`config.mk`:
```
export PLATFORM = sky130hd
export DESIGN_NAME = accel_frame_seq
export DESIGN_NICKNAME = d
export VERILOG_FILES = /design/src/rtl/accel_frame_seq.sv
export SDC_FILE = /design/constraint.sdc
export NUM_CORES = 1
export LEC_CHECK = 0
export CAP_MARGIN = 15
export CORE_ASPECT_RATIO = 1.5
export CORE_MARGIN = 2
export CORE_UTILIZATION = 37
export DETAILED_ROUTE_END_ITERATION = 8
export GPL_ROUTABILITY_DRIVEN = 0
export HOLD_SLACK_MARGIN = 0.1
export PLACE_DENSITY = 0.57
export SKIP_CTS_REPAIR_TIMING = 1
export SLEW_MARGIN = 25
export SYNTH_ARGS = -nofsm -noshare
export SYNTH_HDL_FRONTEND = slang
export SYNTH_SLANG_ARGS = --single-unit
export TNS_END_PERCENT = 20
```
`constraint.sdc`:
```
create_clock -name clk -period 7.4 [get_ports clk]
set_clock_uncertainty 0.15 [all_clocks]
set_input_delay 2.22 -clock clk [delete_from_list [all_inputs] [get_ports clk]]
set_output_delay 2.22 -clock clk [all_outputs]
set_load 0.1 [all_outputs]
```
`src/rtl/accel_frame_seq.sv`:
```
// Frame sequencer: admits exactly IN_LEN pixels into the accelerator, waits for the
// results to drain, and reports completion through sticky status bits and an interrupt.
module accel_frame_seq #(
    parameter int CNT_WIDTH     = 16,
    parameter int DRAIN_TIMEOUT = 255
) (
    input  logic        clk,
    input  logic        reset,
    input  logic        reg_valid,
    input  logic [3:0]  reg_wstrb,
    input  logic [7:0]  reg_addr,
    input  logic [31:0] reg_wdata,
    output logic        reg_ready,
    output logic [31:0] reg_rdata,
    input  logic        in_fire,
    input  logic        out_fire,
    input  logic        out_fifo_full,
    output logic        src_en,
    output logic        irq
);

    localparam int TMO_W = (DRAIN_TIMEOUT < 2) ? 1 : $clog2(DRAIN_TIMEOUT);
    localparam logic [CNT_WIDTH-1:0] CNT_ONE = CNT_WIDTH'(1);

    typedef enum logic [1:0] {
        IDLE  = 2'd0,
        RUN   = 2'd1,
        DRAIN = 2'd2,
        DONE  = 2'd3
    } state_t;

    state_t state, next_state;

    logic [CNT_WIDTH-1:0] in_len, out_len, in_cnt, out_cnt, in_cnt_inc;
    logic [TMO_W-1:0]     tmo_cnt;
    logic irq_en, done, timeout, aborted, overflow;
    logic busy, wr_full, wr_ctrl, wr_in_len, wr_out_len, wr_status;
    logic start_req, abort_req, tmo_hit;
    logic set_done, set_timeout, set_aborted, set_overflow, clr_cnt;
    logic unused_wdata;

    function automatic logic [CNT_WIDTH-1:0] sat_inc(input logic [CNT_WIDTH-1:0] v);
        return (&v) ? v : v + CNT_ONE;
    endfunction

    assign reg_ready    = reg_valid;
    assign wr_full      = reg_valid && (reg_wstrb == 4'hF);
    assign wr_ctrl      = wr_full && (reg_addr == 8'h00);
    assign wr_in_len    = wr_full && (reg_addr == 8'h04);
    assign wr_out_len   = wr_full && (reg_addr == 8'h08);
    assign wr_status    = wr_full && (reg_addr == 8'h0C);
    assign start_req    = wr_ctrl && reg_wdata[0];
    assign abort_req    = wr_ctrl && reg_wdata[1];
    assign busy         = (state == RUN) || (state == DRAIN);
    assign in_cnt_inc   = in_cnt + CNT_ONE;
    assign tmo_hit      = (tmo_cnt == TMO_W'(DRAIN_TIMEOUT - 1));
    assign set_overflow = out_fire && out_fifo_full;
    assign irq          = irq_en & done;
    assign unused_wdata = ^reg_wdata;

    always_ff @(posedge clk or posedge reset) begin
        if (reset) begin
            state  <= IDLE;
            src_en <= 1'b0;
        end else begin
            state  <= next_state;
            src_en <= (next_state == RUN);
        end
    end

    // Abort outranks both the final input and drain completion.
    always_comb begin
        next_state  = state;
        set_done    = 1'b0;
        set_timeout = 1'b0;
        set_aborted = 1'b0;
        clr_cnt     = 1'b0;
        case (state)
            IDLE: begin
                if (start_req) begin
                    clr_cnt    = 1'b1;
                    next_state = (in_len == '0) ? DONE : RUN;
                end
            end
            RUN: begin
                if (abort_req) begin
                    next_state  = IDLE;
                    set_aborted = 1'b1;
                end else if (in_fire && (in_cnt_inc == in_len)) begin
                    next_state = DRAIN;
                end
            end
            DRAIN: begin
                if (abort_req) begin
                    next_state  = IDLE;
                    set_aborted = 1'b1;
                end else if (out_cnt == out_len) begin
                    next_state = DONE;
                end else if (!out_fire && tmo_hit) begin
                    next_state  = DONE;
                    set_timeout = 1'b1;
                end
            end
            DONE: begin
                set_done   = 1'b1;
                next_state = IDLE;
            end
            default: next_state = IDLE;
        endcase
    end

    always_ff @(posedge clk or posedge reset) begin
        if (reset) begin
            in_cnt  <= '0;
            out_cnt <= '0;
            tmo_cnt <= '0;
        end else if (clr_cnt) begin
            in_cnt  <= '0;
            out_cnt <= '0;
            tmo_cnt <= '0;
        end else begin
            if ((state == RUN) && in_fire)
                in_cnt <= in_cnt_inc;
            if (busy && out_fire)
                out_cnt <= sat_inc(out_cnt);
            // Held at zero outside DRAIN, so it is already cleared on DRAIN entry.
            if ((state != DRAIN) || out_fire)
                tmo_cnt <= '0;
            else if (!tmo_hit)
                tmo_cnt <= tmo_cnt + TMO_W'(1);
        end
    end

    always_ff @(posedge clk or posedge reset) begin
        if (reset) begin
            irq_en  <= 1'b0;
            in_len  <= '0;
            out_len <= '0;
        end else begin
            if (wr_ctrl)
                irq_en <= reg_wdata[2];
            if (wr_in_len && !busy)
                in_len <= reg_wdata[CNT_WIDTH-1:0];
            if (wr_out_len && !busy)
                out_len <= reg_wdata[CNT_WIDTH-1:0];
        end
    end

    // Sticky flags: a set in the same cycle beats a write-one-to-clear.
    always_ff @(posedge clk or posedge reset) begin
        if (reset) begin
            done     <= 1'b0;
            timeout  <= 1'b0;
            aborted  <= 1'b0;
            overflow <= 1'b0;
        end else begin
            if (set_done)
                done <= 1'b1;
            else if (wr_status && reg_wdata[1])
                done <= 1'b0;
            if (set_timeout)
                timeout <= 1'b1;
            else if (wr_status && reg_wdata[2])
                timeout <= 1'b0;
            if (set_aborted)
                aborted <= 1'b1;
            else if (wr_status && reg_wdata[3])
                aborted <= 1'b0;
            if (set_overflow)
                overflow <= 1'b1;
            else if (wr_status && reg_wdata[4])
                overflow <= 1'b0;
        end
    end

    always_comb begin
        reg_rdata = 32'd0;
        case (reg_addr)
            8'h00: reg_rdata = {29'd0, irq_en, 2'b00};
            8'h04: reg_rdata = 32'(in_len);
            8'h08: reg_rdata = 32'(out_len);
            8'h0C: reg_rdata = {22'd0, 2'(state), 3'd0, overflow, aborted, timeout, done, busy};
            8'h10: reg_rdata = 32'(in_cnt);
            8'h14: reg_rdata = 32'(out_cnt);
            default: reg_rdata = 32'd0;
        endcase
    end

endmodule

```
# --- Word level (Yosys, flattened, before mapping) ---
# Index checks and enable logic that the tools add are counted.
op_classes:
  addsub: 3
  n_eq_ne: 16
  muxes: 34
  bitwise_logic: 1
  n_reduce_logical: 34
op_table:
  columns: ["operator", "n"]
  rows:
  - ["$pmux 16 s6", 1]
  - ["$mux 16", 5]
  - ["$add 16x1->16 const B", 2]
  - ["$eq 16x16->1", 2]
  - ["$mux 8", 3]
  - ["$logic_and 1x1->1", 18]
  - ["$mux 1", 17]
  - ["$eq 8x4->1 const B", 2]
  - ["$eq 8x5->1 const B", 2]
  - ["$logic_not 16->1", 1]
  - ["$reduce_and 16->1", 1]
  - ["$mux 2", 7]
  - ["$reduce_bool 2->1", 6]
  - ["$add 8x1->8 const B", 1]
  - ["$eq 8x3->1 const B", 1]
  - ["$eq 8x8->1 const B", 1]
  - ["$logic_not 8->1", 1]
  - ["$pmux 2 s4", 1]
  - ["$eq 2x1->1 const B", 2]
  - ["$eq 2x2->1 const B", 2]
  - ["$eq 4x4->1 const B", 1]
  - ["$ne 2x2->1 const B", 2]
  - ["$ne 3x1->1 const B", 1]
  - ["$logic_not 1->1", 2]
  - ["5 further kinds", 6]
totals:
  regBits: 80
  input_bits: 50
  output_inout_bits: 35
  word_cells: 100

# --- Logic depth before layout (Yosys ltp) ---
# Gate-level depths: netlist of the first run.
depth:
  ltp_word: 8
  mapped_depth: 9
  mapped_depth_nobuf: 8

# --- Least setup slack after synthesis of the first run ---
# OpenSTA, ideal clock, no wires.
synth_path:
  path_type: "input to output"
  start: "in reg_addr[5]"
  end: "out reg_rdata[10]"
  arrival_ns: 4.036
  required_ns: 5.030
  slack_ns: 0.994
  stages: 6
  n_path_buf: 1
  path_cell_list: "nor4_1 nand2b_1 nor2_2 clkbuf_1 a222oi_1 nand2_1"
synth_via:
  elab_chain_cells: 2
  word_cells_on_any_way: 7
  cone_classes: "5 x eq/ne; 1 x mux; 1 x reduce/logical"
synth_lines:
  columns: ["element", "line", "rtl"]
  rows:
  - ["start: declaration", "11", "input logic [7:0] reg_addr,"]
  - ["$eq 8x5->1 (tied with other cells)", "178", "case (reg_addr)"]
  - ["$pmux 16 s6 (*)", "178", null]
  - ["end: declaration", "14", "output logic [31:0] reg_rdata,"]
# Mark *: on every way between the ends. The rest lies on a longest branch, timed or not.

# --- Worst setup path after layout of the first run ---
layout_path:
  start: "in reg_addr[5]"
  end: "out reg_rdata[1]"
# The elaborated chain is that of the path after synthesis.

==> impl_summary.md, run 1 <==
Placement
The count of buffers added on input and output ports is 52. The half-perimeter wire length after placement is 9.99 mm.

Cells and area
Leaving out fill and tap cells, the most frequent cell in the layout is sky130_fd_sc_hd__dfrtp_1. Cells with a size suffix above 1 make up 14.7% of the layout. The number of nets in the layout is 626. The area growth from synthesis to layout is 21.3%.

The antenna diode count is 0. Fill cells in the final layout number 1260. The library cells used most frequently in the layout, excluding fill and tap cells, are sky130_fd_sc_hd__dfrtp_1, sky130_fd_sc_hd__nand2_1, sky130_fd_sc_hd__nor2_1.

Logic synthesis
The synthesized-area fraction occupied by and/or/nand/nor cells is 21.7%. Yosys printed 0 warnings. Of the synthesized area, sequential elements account for 40.4%. In this run, synthesis inferred 0 flip-flops with an integrated enable. After synthesis, the largest family of logic cells by area is simple AND/OR/NAND/NOR gates. Summing the areas of all compound-gate instances in the mapped netlist gives 10.4% of the synthesized area. Of the total synthesized cell area, the portion taken by XOR and XNOR cells is 12.0%. Among all flip-flop cells after synthesis, the most frequent one is sky130_fd_sc_hd__dfrtp_1. The share of synthesized cell area in full adder, half adder and majority cells is 2.27%. In this run the cell area of the synthesized design comes to 4950 µm². The synthesized instance count is 524. The leading area contributor after synthesis is sky130_fd_sc_hd__dfrtp_1. The multiplexer share of the synthesized area is 7.27%. Summed over its instances, the top area cell type makes up 40.4% of the synthesized netlist area. The proportion of synthesized flip-flops having asynchronous set or reset is 100%.

In this run, distinct cell masters in the synthesized netlist total 52. After synthesis, the mean cell area works out to 9.45 µm². The synthesized design contains 80 register bits. Ranked by total cell area, the synthesized netlist is headed by sky130_fd_sc_hd__dfrtp_1, sky130_fd_sc_hd__xnor2_1, sky130_fd_sc_hd__mux2_2.

Timing
Setup repair after global routing left no endpoint under its margin. The count of endpoints failing setup in the final report is 0. The final period demand of the worst path is 6.72 ns. In this run the tightest slew margin relative to its limit is 35.4%. Of the available clock period, the critical path in the final layout requires 90.8%.

The final count of hold timing violations came to 0. Based on the critical path, the design can be clocked at up to 149 MHz. The final setup TNS is 0 ns. The total count of max-transition violations in the final report is 0. At the pin with the least slew margin, the transition time is 0.966 ns.

Clocking
The clock transition time at the flip-flop clock pins of the worst setup and hold paths is 0.06 ns. The total number of H-tree levels is 3. The clock tree root driver cell is sky130_fd_sc_hd__clkbuf_16.

The CTS tree is done. The worst-case clock buffer depth is 2. The source-to-sink clock delay at the later pin of the worst-skew pair is 0.34 ns. Clock tree synthesis inserted a total of 9 buffers. The tree built by TritonCTS fans out to 80 sinks.

Floorplan
The die is 146 µm tall. The floorplan has 51 rows. The I/O pin count is 85. The core region is 13000 µm².

The floorplan step defined a die boundary enclosing 14300 µm². The effective utilization at floorplan is 38.1%. From left edge to right edge, the die measures 98.5 µm.

Pwr
Across the VDD grid, the largest voltage drop is 114 µV. The cell leakage power is 2.64 nW. Power comes to 1.01 mW. The cell-internal power is 759 µW. Per report_power, the sequential group accounts for 43.7% of the total. Combinational logic is responsible for 8.5% of the overall power. The switching share of power is 25.1%. The cell area power density is 169 nW/µm². The total net switching power is 255 µW. The share of total power dissipated in the clock network is 47.8%.

Routing
The pre-antenna-repair detailed-routing pass consisted of 8 iterations. Summing over every cut layer, the via total after detailed routing is 4095. In the routed design, unresolved DRC markers number 0. After detailed routing, the number of vias per cell comes to 5.60. The final layout contains routed wiring with a total length of 13.4 mm. The remaining number of nets flagged by the antenna check after routing is 0. In this run, the number of DRC markers left after iteration 0 of detailed routing was 312.

The average wire length per cell after detail routing is 18.4 µm.

Setup path
STA classifies the critical path endpoint as an output port. The top fanout value on the critical path is 7. At the worst endpoint, the required time is 5.03 ns. The arrival time at the worst endpoint is 4.35 ns. The critical path is of the primary input to output port type.

The kind of start point of the critical path is a primary input.

Job
The number of violations of the max-capacitance limit is 0.

Global route
The wire length of the first global-routing pass is 21.9 mm. The all-layer global routing usage is 19.5%. The via count of the first global-routing pass is 3979. The initial antenna violation count was 0. The maximum number of pins on one net before global-route repair is 81. The remaining global-route overflow is 0.

Hold path
The worst min-delay path category is flip-flop to flip-flop.

Run status
The run finished with clean final reports.
worst paths after layout:
check / start / end / slack [ns] / cells after the start
worst max-delay path: reg_addr[5] / reg_rdata[1] / 0.68 / 7
worst min-delay path: aborted / aborted / 0.35 / 1
worst max register to register: in_cnt[0] / src_en / 4.60 / 8
worst min register to register: aborted / aborted / 0.35 / 1
max in group asynchronous: reset / out_len[1] / 4.34 / 3
min in group asynchronous: reset / in_cnt[10] / 2.26 / 3
sequential cells by signal (all words and copies together) (netlist names):
register,count
in_cnt,16
in_len,16
out_cnt,16
out_len,16
tmo_cnt,8
state,2
aborted,1
done,1
irq_en,1
overflow,1
src_en,1
timeout,1
power by group through the flow:
stage	clock network, mW	registers, mW	logic, mW
detailed placement	0	0.451	0.0869
CTS	0.493	0.443	0.0871
global route	0.509	0.443	0.0919
floorplan	0	0.450	0.0637
global placement	0	0.451	0.0865
finish	0.484	0.443	0.0865
cells by family after synthesis:
family / after synthesis
AND/OR/NAND/NOR: 216
flip-flops: 80
XOR/XNOR: 68
AO/OA/AOI/OAI: 66
buffers and inverters: 52
multiplexers: 32
adder cells (fa/ha/maj): 9
other: 1
critical path: stages:
cell and delay [ns]:
sky130_fd_sc_hd__clkdlybuf4s50_1 0.42, sky130_fd_sc_hd__nor4_1 0.42, sky130_fd_sc_hd__nand2_1 0.17, sky130_fd_sc_hd__nor2_1 0.51, sky130_fd_sc_hd__a222oi_1 0.23, sky130_fd_sc_hd__nand2_1 0.18, sky130_fd_sc_hd__buf_12 0.19
cells in the mapped netlist (2+ instances only):
library cell / count
sky130_fd_sc_hd__nand3_1: 26
sky130_fd_sc_hd__a31oi_1: 5
sky130_fd_sc_hd__clkbuf_2: 2
sky130_fd_sc_hd__mux2_2: 32
sky130_fd_sc_hd__a22oi_1: 7
sky130_fd_sc_hd__o21bai_1: 2
sky130_fd_sc_hd__clkbuf_1: 9
sky130_fd_sc_hd__and2_1: 6
sky130_fd_sc_hd__a31o_2: 2
sky130_fd_sc_hd__nor2_1: 55
sky130_fd_sc_hd__nand2b_1: 2
sky130_fd_sc_hd__nor2_2: 2
sky130_fd_sc_hd__a211oi_1: 3
sky130_fd_sc_hd__buf_2: 10
sky130_fd_sc_hd__o2111ai_1: 2
sky130_fd_sc_hd__or3_1: 6
sky130_fd_sc_hd__buf_4: 19
sky130_fd_sc_hd__a21oi_1: 11
sky130_fd_sc_hd__o21ai_0: 7
sky130_fd_sc_hd__and3_1: 10
sky130_fd_sc_hd__xor2_1: 25
sky130_fd_sc_hd__inv_1: 11
sky130_fd_sc_hd__xnor2_1: 43
sky130_fd_sc_hd__a222oi_1: 15
sky130_fd_sc_hd__ha_1: 9
sky130_fd_sc_hd__nor4_1: 11
sky130_fd_sc_hd__nor3_1: 12
sky130_fd_sc_hd__and4_1: 3
sky130_fd_sc_hd__nand4_2: 3
sky130_fd_sc_hd__nand2_1: 61
sky130_fd_sc_hd__o41ai_1: 2
sky130_fd_sc_hd__dfrtp_1: 80
sky130_fd_sc_hd__nand4_1: 11
sky130_fd_sc_hd__nand3b_1: 2
final cells by class:
type,count,area [µm²],share of cell area (%)
clock buffer,9,225,3.75
multi-input combinational,407,2720,45.2
tap,159,199,3.31
sequential,80,2000,33.3
timing repair buffer,58,727,12.1
clock inverter,7,95.1,1.58
inverter,11,42.5,0.708
metal layers:
metal,vias up,global-route usage (%),routed length (µm)
li1,1932,-,-
met1,2017,24.1,5370
met2,122,34.1,7200
met3,24,2.35,491
met4,0,7.95,378
met5,-,0,0
stage by stage:
stage          area, µm²  cells  util, %  worst slack [ns]  hold slack (ns)
4_1_cts             6010    731     46.1             0.714            0.356
3_5_place_dp        5690    715     43.7             0.726            0.342
5_1_grt             6010    731     46.2             0.460            0.411
6_report            6010    731     46.2             0.683            0.354
3_3_place_gp        5690    715     43.7             0.729            0.336
2_1_floorplan       5010    539        -             0.994            0.292
(Power assumes the default switching activity.)
==> inputs of run 2 (changes only) <==
MAX_ROUTING_LAYER = met4   (was not set)
==> run 2 against run 1 <==
First-iteration DRC count decreased by 4.8%. Clock power about the same. Global-route usage increased by 0.60 points. Worst hold slack improved by 0.0048 ns. Highest routed layer unchanged.
==> impl_summary.md, run 2 (synthesis gave the netlist of run 1 again) <==
Global route
The via count of the first global-routing pass is 3975 (was 3979). The wire length of the first global-routing pass is 21.9 mm (about the same). The all-layer global routing usage is 20.1% (was 19.5%). The initial antenna violation count is 0 (unchanged). The maximum number of pins on one net before global-route repair was 81 (unchanged). The remaining global-route overflow came to 0 (unchanged).

Hold path
The worst min-delay path category is flip-flop to flip-flop (unchanged). The startpoint of the tightest hold check path is aborted (unchanged).

Floorplan
The area of the core came to 13000 µm² (unchanged). The die area came to 14300 µm² (unchanged). The die boundary height is 146 µm (unchanged). The I/O pin count is 85 (unchanged). The effective utilization at floorplan was 38.1% (unchanged). The floorplan die width is 98.5 µm (unchanged). The number of placement rows came to 51 (unchanged).

Clocking
The number of clock sinks is 80 (unchanged). The CTS tree is done (unchanged). The worst-case clock buffer depth came to 2 (unchanged). The clock transition time at the flip-flop clock pins of the worst setup and hold paths is 0.06 ns (about the same).

The source-to-sink clock delay at the later pin of the worst-skew pair was 0.35 ns (was 0.34 ns). The total number of H-tree levels is 3 (unchanged). The clock tree root driver cell is sky130_fd_sc_hd__clkbuf_16 (unchanged). The number of buffers added by the clock tree synthesis step is 9 (unchanged).

Routing
The total wire length is 13.4 mm (about the same). The number of iterations in the first detailed-routing pass came to 8 (unchanged). The met1 layer wirelength in the final routing is 5.31 mm (was 5.37 mm). The remaining number of nets flagged by the antenna check after routing came to 0 (unchanged).

The starting DRC count in detailed routing was 297 (was 312). The routed length on met2 is 7.24 mm (was 7.20 mm). The vias per cell came to 5.60 (unchanged). The average wire length per cell after detail routing is 18.4 µm (about the same).

The total met3 wirelength after detailed routing is 517 µm (was 491 µm). The total vias in the final route is 4095 (unchanged). The count of unresolved DRC violations after routing is 0 (unchanged).

The uppermost layer routed is met4 (unchanged).

Timing
The final count of hold timing violations came to 0 (unchanged). The upper clock frequency limit is 149 MHz (about the same). The part of the cycle the worst path needs is 90.7% (was 90.8%). Unrepaired setup endpoints after global routing: no (unchanged). The total count of max-transition violations in the final report was 0 (unchanged).

The final period demand of the worst path came to 6.71 ns (was 6.72 ns). The count of endpoints failing setup in the final report was 0 (unchanged). The transition time at the pin with the least slew margin is 0.966 ns (about the same).

The final setup TNS is 0 ns (unchanged). The worst hold margin is 0.359 ns (was 0.354 ns). The worst-case setup margin in the final layout is 0.690 ns (was 0.683 ns). The relative slew slack is 35.4% (unchanged).

Pwr
The cell leakage power is 2.64 nW (unchanged). The total power of the final layout is 1.01 mW (about the same). The cell area power density is 169 nW/µm² (about the same).

The worst vdd rail ir drop is 112 µV (was 114 µV).

Placement
The standard cell area after detailed placement came to 5690 µm² (unchanged). The half-perimeter wire length after placement is 9.99 mm (unchanged). The count of port buffers added during placement is 52 (unchanged). The setup slack at placement was 0.726 ns (unchanged). The number of placed instances with taps included was 715 (unchanged).

Setup path
The kind of start point of the critical path is a primary input (unchanged). The top fanout value on the critical path is 7 (unchanged). The startpoint of the worst setup timing path is reg_addr[5] (unchanged). The arrival time at the worst endpoint is 4.34 ns (was 4.35 ns). The data required time of the worst path is 5.03 ns (about the same). CP Cell Sequence: clkdlybuf4s50_1, nor4_1, nand2_1, nor2_1, a222oi_1, nand2_1, buf_12 (unchanged).

The library cell appearing most often on the critical path is sky130_fd_sc_hd__nand2_1 (unchanged). The count of buffer and inverter cells on the critical path is 2 (unchanged). The kind of capture point of the worst setup path is an output port (unchanged). The delay of the slowest cell on the worst path is 0.50 ns (was 0.51 ns).

The reg-to-reg critical path startpoint was in_cnt[0] (unchanged). The top cell family by delay on the critical path is simple AND/OR/NAND/NOR gates (unchanged). The kind of critical path is primary input to output port (unchanged). The cell with the biggest individual delay on the critical path is sky130_fd_sc_hd__nor2_1 (unchanged).

Run status
Outcome: completed (unchanged).

Cells and area
The area growth from synthesis to layout was 21.3% (unchanged). The core occupancy in the finished layout is 46.2% (unchanged). The final instance count without filler cells is 731 (unchanged). The number of fill cells is 1260 (unchanged).

The final design instance area without fill was 6010 µm² (unchanged). The antenna diode count was 0 (unchanged). The number of nets in the layout was 626 (unchanged).

Commonest cells after routing, fill and taps aside: sky130_fd_sc_hd__dfrtp_1, sky130_fd_sc_hd__nand2_1, sky130_fd_sc_hd__nor2_1 (unchanged). The leading cell type in the layout, fill and taps excluded is sky130_fd_sc_hd__dfrtp_1 (unchanged). The share of layout cells above drive strength 1 was 14.7% (unchanged).

Job
The number of violations of the max-capacitance limit is 0 (unchanged).
[run 2: cell counts in the layout (fill, tap and decap cells not counted)]
Identical to the previous run, type by type.
[run 2: path summary, 6_finish.rpt]
path / to / slack, ns / cells after the start
max: reg_rdata[9] / 0.69 / 7
min: aborted / 0.36 / 1
max reg2reg: src_en / 4.62 / 8
min reg2reg: aborted / 0.36 / 1
max in group asynchronous: out_cnt[0] / 4.34 / 3
min in group asynchronous: in_cnt[10] / 2.26 / 3
[run 2: cell type report]
type                            count  area (µm²)  area share, %
Sequential cell                    80        2000           33.3
Clock inverter                      7        95.1           1.58
Clock buffer                        9         225           3.75
Inverter                           11        42.5          0.708
Multi-Input combinational cell    407        2720           45.2
Timing Repair Buffer               58         727           12.1
Tap cell                          159         199           3.31
[run 2: power breakdown]
part           switching (mW)  total (mW)  leakage, nW  internal (mW)
Clock                   0.188       0.484        0.156          0.296
Combinational          0.0625      0.0864         1.38         0.0239
Sequential            0.00382       0.443         1.10          0.439
Total                   0.254        1.01         2.64          0.759
[run 2: routing by layer]
layer | vias to the layer above | track usage [%]
li1 | 1930 | -
met1 | 2021 | 24.1
met2 | 120 | 34.0
met3 | 24 | 2.45
met4 | 0 | 7.95
met5 | - | -
